### src/rtl/alarm_setter.sv
// Alarm-time setter: set/up/down buttons edit hours then minutes in shadow
// registers; the committed alarm only changes when the minutes field is confirmed.
module alarm_setter #(
  parameter int HOLD_CYCLES    = 50000000,
  parameter int REPEAT_CYCLES  = 12500000,
  parameter int BLINK_CYCLES   = 25000000,
  parameter int TIMEOUT_CYCLES = 1000000000,
  parameter int RESET_HOURS    = 6,
  parameter int RESET_MINS     = 0
) (
  input  logic       clk,
  input  logic       rst_n,
  input  logic       set_btn,
  input  logic       up_btn,
  input  logic       down_btn,
  output logic [5:0] alarm_hours,
  output logic [5:0] alarm_mins,
  output logic [5:0] edit_hours,
  output logic [5:0] edit_mins,
  output logic [1:0] editing,
  output logic       blink,
  output logic       alarm_updated
);

  localparam int RPT_MAX = (HOLD_CYCLES > REPEAT_CYCLES) ? HOLD_CYCLES : REPEAT_CYCLES;
  localparam int HOLD_W  = $clog2(RPT_MAX + 1);
  localparam int BLINK_W = $clog2(BLINK_CYCLES + 1);
  localparam int TMO_W   = $clog2(TIMEOUT_CYCLES + 1);

  localparam logic [HOLD_W-1:0]  HOLD_LIM  = HOLD_W'(HOLD_CYCLES);
  localparam logic [HOLD_W-1:0]  RPT_LIM   = HOLD_W'(REPEAT_CYCLES);
  localparam logic [BLINK_W-1:0] BLINK_LIM = BLINK_W'(BLINK_CYCLES);
  localparam logic [TMO_W-1:0]   TMO_LIM   = TMO_W'(TIMEOUT_CYCLES);
  localparam logic [5:0]         RST_H     = 6'(RESET_HOURS);
  localparam logic [5:0]         RST_M     = 6'(RESET_MINS);
  localparam logic [5:0]         MAX_H     = 6'd23;
  localparam logic [5:0]         MAX_M     = 6'd59;

  typedef enum logic [1:0] {
    IDLE      = 2'b00,
    SET_HOURS = 2'b01,
    SET_MINS  = 2'b10
  } state_t;

  state_t state, state_n;

  // {set, up, down}: p0/p1 synchronize, p2 holds the previous synced level
  logic [2:0] btn_p0, btn_p1, btn_p2;
  logic [2:0] rise;
  logic       lvl_up, lvl_dn, single, any_rise, step;

  logic [HOLD_W-1:0]  hold_cnt, hold_n, hold_inc;
  logic [BLINK_W-1:0] blink_cnt, blink_cnt_n, blink_inc;
  logic [TMO_W-1:0]   tmo_cnt, tmo_n, tmo_inc;
  logic               repeating, rpt_n;
  logic [5:0]         ah_n, am_n, eh_n, em_n;
  logic               blink_n, upd_n;

  function automatic logic [5:0] wrap_step(input logic [5:0] v, input logic up,
                                           input logic [5:0] top);
    if (up)
      return (v >= top) ? 6'd0 : v + 6'd1;
    else
      return (v == 6'd0 || v > top) ? top : v - 6'd1;
  endfunction

  assign rise      = btn_p1 & ~btn_p2;
  assign lvl_up    = btn_p1[1];
  assign lvl_dn    = btn_p1[0];
  assign single    = lvl_up ^ lvl_dn;
  assign any_rise  = |rise;
  assign hold_inc  = hold_cnt + HOLD_W'(1);
  assign blink_inc = blink_cnt + BLINK_W'(1);
  assign tmo_inc   = tmo_cnt + TMO_W'(1);
  assign editing   = state;

  always_comb begin
    state_n     = state;
    ah_n        = alarm_hours;
    am_n        = alarm_mins;
    eh_n        = edit_hours;
    em_n        = edit_mins;
    upd_n       = 1'b0;
    blink_n     = blink;
    blink_cnt_n = blink_cnt;
    tmo_n       = tmo_cnt;
    hold_n      = '0;
    rpt_n       = 1'b0;
    step        = 1'b0;

    // A single held button: step on its rise, then after HOLD, then every REPEAT
    if (single) begin
      if (rise[1] | rise[0]) begin
        step = 1'b1;
      end else if (!repeating && hold_inc == HOLD_LIM) begin
        step  = 1'b1;
        rpt_n = 1'b1;
      end else if (repeating && hold_inc == RPT_LIM) begin
        step  = 1'b1;
        rpt_n = 1'b1;
      end else begin
        hold_n = hold_inc;
        rpt_n  = repeating;
      end
    end

    case (state)
      IDLE: begin
        hold_n      = '0;
        rpt_n       = 1'b0;
        blink_cnt_n = '0;
        tmo_n       = '0;
        blink_n     = 1'b0;
        if (rise[2]) begin
          eh_n    = alarm_hours;
          em_n    = alarm_mins;
          state_n = SET_HOURS;
          blink_n = 1'b1;
        end
      end
      SET_HOURS, SET_MINS: begin
        if (rise[2]) begin
          hold_n      = '0;
          rpt_n       = 1'b0;
          tmo_n       = '0;
          blink_cnt_n = '0;
          if (state == SET_HOURS) begin
            state_n = SET_MINS;
            blink_n = 1'b1;
          end else begin
            ah_n    = edit_hours;
            am_n    = edit_mins;
            upd_n   = 1'b1;
            state_n = IDLE;
            blink_n = 1'b0;
          end
        end else if (!any_rise && tmo_inc == TMO_LIM) begin
          state_n     = IDLE;
          eh_n        = alarm_hours;
          em_n        = alarm_mins;
          hold_n      = '0;
          rpt_n       = 1'b0;
          tmo_n       = '0;
          blink_cnt_n = '0;
          blink_n     = 1'b0;
        end else begin
          tmo_n = any_rise ? '0 : tmo_inc;
          if (step) begin
            // keep the field lit while its value is changing
            blink_n     = 1'b1;
            blink_cnt_n = '0;
            if (state == SET_HOURS)
              eh_n = wrap_step(edit_hours, lvl_up, MAX_H);
            else
              em_n = wrap_step(edit_mins, lvl_up, MAX_M);
          end else if (blink_inc == BLINK_LIM) begin
            blink_n     = ~blink;
            blink_cnt_n = '0;
          end else begin
            blink_cnt_n = blink_inc;
          end
        end
      end
      default: begin
        state_n     = IDLE;
        hold_n      = '0;
        rpt_n       = 1'b0;
        blink_cnt_n = '0;
        tmo_n       = '0;
        blink_n     = 1'b0;
      end
    endcase
  end

  always_ff @(posedge clk or negedge rst_n) begin
    if (!rst_n) begin
      btn_p0        <= '0;
      btn_p1        <= '0;
      btn_p2        <= '0;
      state         <= IDLE;
      alarm_hours   <= RST_H;
      alarm_mins    <= RST_M;
      edit_hours    <= RST_H;
      edit_mins     <= RST_M;
      alarm_updated <= 1'b0;
      blink         <= 1'b0;
      blink_cnt     <= '0;
      tmo_cnt       <= '0;
      hold_cnt      <= '0;
      repeating     <= 1'b0;
    end else begin
      btn_p0        <= {set_btn, up_btn, down_btn};
      btn_p1        <= btn_p0;
      btn_p2        <= btn_p1;
      state         <= state_n;
      alarm_hours   <= ah_n;
      alarm_mins    <= am_n;
      edit_hours    <= eh_n;
      edit_mins     <= em_n;
      alarm_updated <= upd_n;
      blink         <= blink_n;
      blink_cnt     <= blink_cnt_n;
      tmo_cnt       <= tmo_n;
      hold_cnt      <= hold_n;
      repeating     <= rpt_n;
    end
  end

endmodule
### config.mk
export PLATFORM = sky130hd
export DESIGN_NAME = alarm_setter
export DESIGN_NICKNAME = d
export VERILOG_FILES = /design/src/rtl/alarm_setter.sv
export SDC_FILE = /design/constraint.sdc
export NUM_CORES = 1
export LEC_CHECK = 0
export ABC_AREA = 1
export CAP_MARGIN = 20
export CORE_UTILIZATION = 45
export CTS_CLUSTER_DIAMETER = 100
export DETAILED_ROUTE_END_ITERATION = 6
export PLACE_DENSITY = 0.59
export SLEW_MARGIN = 20
export SYNTH_ARGS = -nofsm -noshare
export SYNTH_HDL_FRONTEND = slang
export SYNTH_SLANG_ARGS = --single-unit
export TNS_END_PERCENT = 5
### constraint.sdc
create_clock -name clk -period 4 [get_ports clk]
set_clock_uncertainty 0.2 [all_clocks]
set_input_delay 0.8 -clock clk [delete_from_list [all_inputs] [get_ports clk]]
set_output_delay 0.8 -clock clk [all_outputs]
set_load 0.02 [all_outputs]
==> results.toml <==
[timing]
tightest_slew_ns = 0.714
slew_headroom_pct = 52.4
rsz0062_at_grt = "false"
period_minus_slack_ns = 3.21
layout_setup_ws_ns = 0.788
maxSlewViolCount = 0
hold_viol_final = 0
setup_viol = 0
clock.fmax_mhz = 311
tns_ns = 0
fin_crit_sh_pct = 80.3

[drt]
drt_wl_total_um = 17800
vias = 6556
wl_per_cell_um = 13.3
met2_length_um = 7710
wl_met3_um = 695
drtPass1Iterations = 5
dr.first_iter.drc_count = 431
final_antenna_net_count = 0
highest_layer = "met4"
drc = 0
wl_met1_um = 9140
via_per_inst = 4.92

[clock_tree]
cts.sinks = 119
root_buffer = "clkbuf_16"
cts.repair.resized = 0
insertion_delay_ns = 0.42
numCtsBuffers = 17
htree_levels = 4
clk_pin_slew_ns = 0.06
tritoncts = "yes"
cts_buffer_depth = 2
post_cts_buffers = 0
hold_buffers = 0

[yosys]
syn_area_um2 = 7540
synth-edff-count = 0
synth_cell_types = 43
synth_fp_nets = 1083
avgSynthCellArea_um2 = 7.08
synth_seq_cells = 119
synthDominantCellAreaShare_pct = 38.2
syn_inst = 1065
yosys_warnings = 0
yosysSeqAreaShare_pct = 39.6
yosys.area.top_type = "dfrtp_1"
synth_area_leaders = "dfrtp_1 38%, nand2_1 16%, nor2_1 7.2%"
yosys_most_used_dff = "dfrtp_1"
async_reset_ff_share_pct = 100

[setup_path]
path_depth = 17
rr_worst_depth = 17
crit_fanout = 30
start_kind = "register"
critPathMaxStageDelay_ns = 0.44
crit_chain = "ha_1, nand2_1, nor2_2, nand2_2, clkinv_2, nand3_1, nand2_1, nand2_1, nor2_1, nand3_1, nor2_1, nand4_2, nand2_4, inv_4, nand2_1, buf_4, a21oi_1"
r2r_slack_ns = 0.79
critPathKind = "reg -> reg"
r2r-start = "tmo_cnt[0]"
worst_ep_arrival_time_ns = 3.30
cp_top_family = "simple AND/OR/NAND/NOR gates"
required_ns = 4.09
slowest_stage = "dfrtp_1"
endpoint_kind = "register"
cpMostUsedCell = "nand2_1"
r2r_end = "tmo_cnt[22]"
worst-path-buf-inv = 3

[power]
powerDensity_nw_per_um2 = 523
p_total_mw = 4.50
p_sw_mw = 1.68
pwr-share-seq_pct = 34.3
p_clk_share_pct = 33.2
peakVddDrop_mv = 0.378
p_comb_share_pct = 32.5
swShare_pct = 37.3
internal_power_mw = 2.82
p_leak_nw = 3.74

[final_layout]
n_antenna_cell = 0
fill_cells = 1592
syn_to_final_growth_pct = 14.2
drive_gt1_share_pct = 10.4
final_nets = 1121
multiInputGateArea_um2 = 3940
regArea_um2 = 2980

[worst_hold_path]
hold_path_class = "reg -> reg"
holdCritStartpoint = "btn_p0[1]"
hold_end = "btn_p1[1]"
whs_path_depth = 0

[place]
place_congestion = 0.871
post-dp-hpwl_um = 13000
pre_cts_ws_ns = 0.794
portBuffers = 32

[outcome]
status = "complete, no violations"

[run]
cap_viol_max_count = 0

[global_route]
grt_usage_pct = 21.8
grt_pass1_wl_um = 30400
antenna_found_initial = 0
grt_pass1_vias = 6158
grt.overflow.total = 0
grt_max_degree = 66

[floorplan]
rows = 46
num_io_pins = 33
dieHeight_um = 131
initial_core_util_pct = 46.8
core_area_um2 = 16100
die_w_um = 131
die-area_um2 = 17300
==> Yosys cell counts (all sizes together), types with 2 or more instances <==
| library cell | number |
|---|---|
| a21oi | 28 |
| buf | 11 |
| clkbuf | 5 |
| clkinv | 3 |
| dfrtp | 115 |
| dfstp | 4 |
| ha | 13 |
| inv | 128 |
| nand2 | 335 |
| nand3 | 86 |
| nand3b | 8 |
| nand4 | 25 |
| nor2 | 198 |
| nor3 | 19 |
| nor4 | 2 |
| o21ai | 34 |
| o21bai | 5 |
| o22ai | 3 |
| o31a | 2 |
| xnor2 | 12 |
| xor2 | 22 |
==> registers in the layout, summed over array words and instances, names as in the netlist, 2 cells and up <==
signal / flops
alarm_hours: 6
alarm_mins: 6
blink_cnt: 25
btn_p0: 3
btn_p1: 3
btn_p2: 3
edit_hours: 6
edit_mins: 6
editing: 2
hold_cnt: 26
tmo_cnt: 30
==> area by class of cell <==
type | instances | share of cell area (%)
clock buffer | 23 | 5.44
inverter | 131 | 5.78
sequential | 119 | 34.7
timing repair buffer | 35 | 4.10
multi-input combinational | 799 | 45.7
tap | 216 | 3.14
clock inverter | 9 | 1.16
==> stage by stage <==
step | cell area (um^2) | utilization [%] | hold WS (ns) | cells
CTS | 8610 | 53.4 | 0.149 | 1332
floorplan | 7540 | - | 0.131 | 1065
finish | 8610 | 53.4 | 0.146 | 1332
detailed placement | 8040 | 49.9 | 0.136 | 1300
global route | 8610 | 53.4 | 0.153 | 1332
global placement | 8040 | 49.9 | 0.132 | 1300
==> layer usage <==
layer	track usage, %	vias up
met5	0	-
met4	5.94	0
met3	4.55	21
met2	32.1	123
met1	32.3	2978
li1	-	3434
==> worst reg2reg max path, cell delays in order, from the launching register on <==
cell and delay (ns):
dfrtp_1 0.44, ha_1 0.33, nand2_1 0.12, nor2_2 0.18, nand2_2 0.11, clkinv_2 0.08
nand3_1 0.06, nand2_1 0.11, nand2_1 0.06, nor2_1 0.10, nand3_1 0.09, nor2_1 0.16
nand4_2 0.19, nand2_4 0.24, inv_4 0.11, nand2_1 0.07, buf_4 0.32, a21oi_1 0.10
==> kinds of logic (layout without fill, tap and decap cells) <==
kind of cell | count (synthesis) | count (layout) | share of synthesized area, %
fa+ha+maj | 13 | 13 | 2.16
flops | 119 | 119 | 39.6
simple gates | 676 | 676 | 40.3
buf+inv | 147 | 198 | 8.25
compound gates | 76 | 76 | 5.79
xor+xnor | 34 | 34 | 3.95
==> worst max-delay path by stage <==
stage / startpoint / to
after floorplan: tmo_cnt[0] / hold_cnt[24]
after global placement: tmo_cnt[0] / tmo_cnt[2]
after detailed placement: tmo_cnt[0] / tmo_cnt[0]
final: tmo_cnt[0] / tmo_cnt[22]
after CTS: tmo_cnt[0] / tmo_cnt[22]
after global routing: tmo_cnt[0] / tmo_cnt[0]
==> cell usage in the layout (no fill, tap or decap), types with 4 or more instances in the layout <==
cell,netlist,routed
a21oi_1,26,26
clkbuf_1,5,4
clkbuf_16,0,17
clkdlybuf4s50_1,0,31
clkinv_2,1,6
dfrtp_1,115,115
dfstp_2,4,4
ha_1,13,13
inv_1,125,125
nand2_1,325,325
nand2_2,4,4
nand2_4,6,6
nand3_1,80,80
nand3_2,6,6
nand3b_1,8,8
nand4_1,24,24
nor2_1,145,145
nor2_2,46,46
nor2_4,7,7
nor3_1,18,18
o21ai_0,34,34
o21bai_1,5,5
xnor2_1,12,12
xor2_1,22,22
==> power by group through the flow <==
stage                     Sequential (mW)  Clock (mW)  Combinational, mW
after detailed placement             1.56           0               1.48
after floorplan                      1.61           0               1.01
after CTS                            1.54        1.53               1.48
final                                1.54        1.49               1.46
after global routing                 1.57        1.56               1.65
after global placement               1.56           0               1.47
No activity file was read; power rests on OpenSTA's default activity.
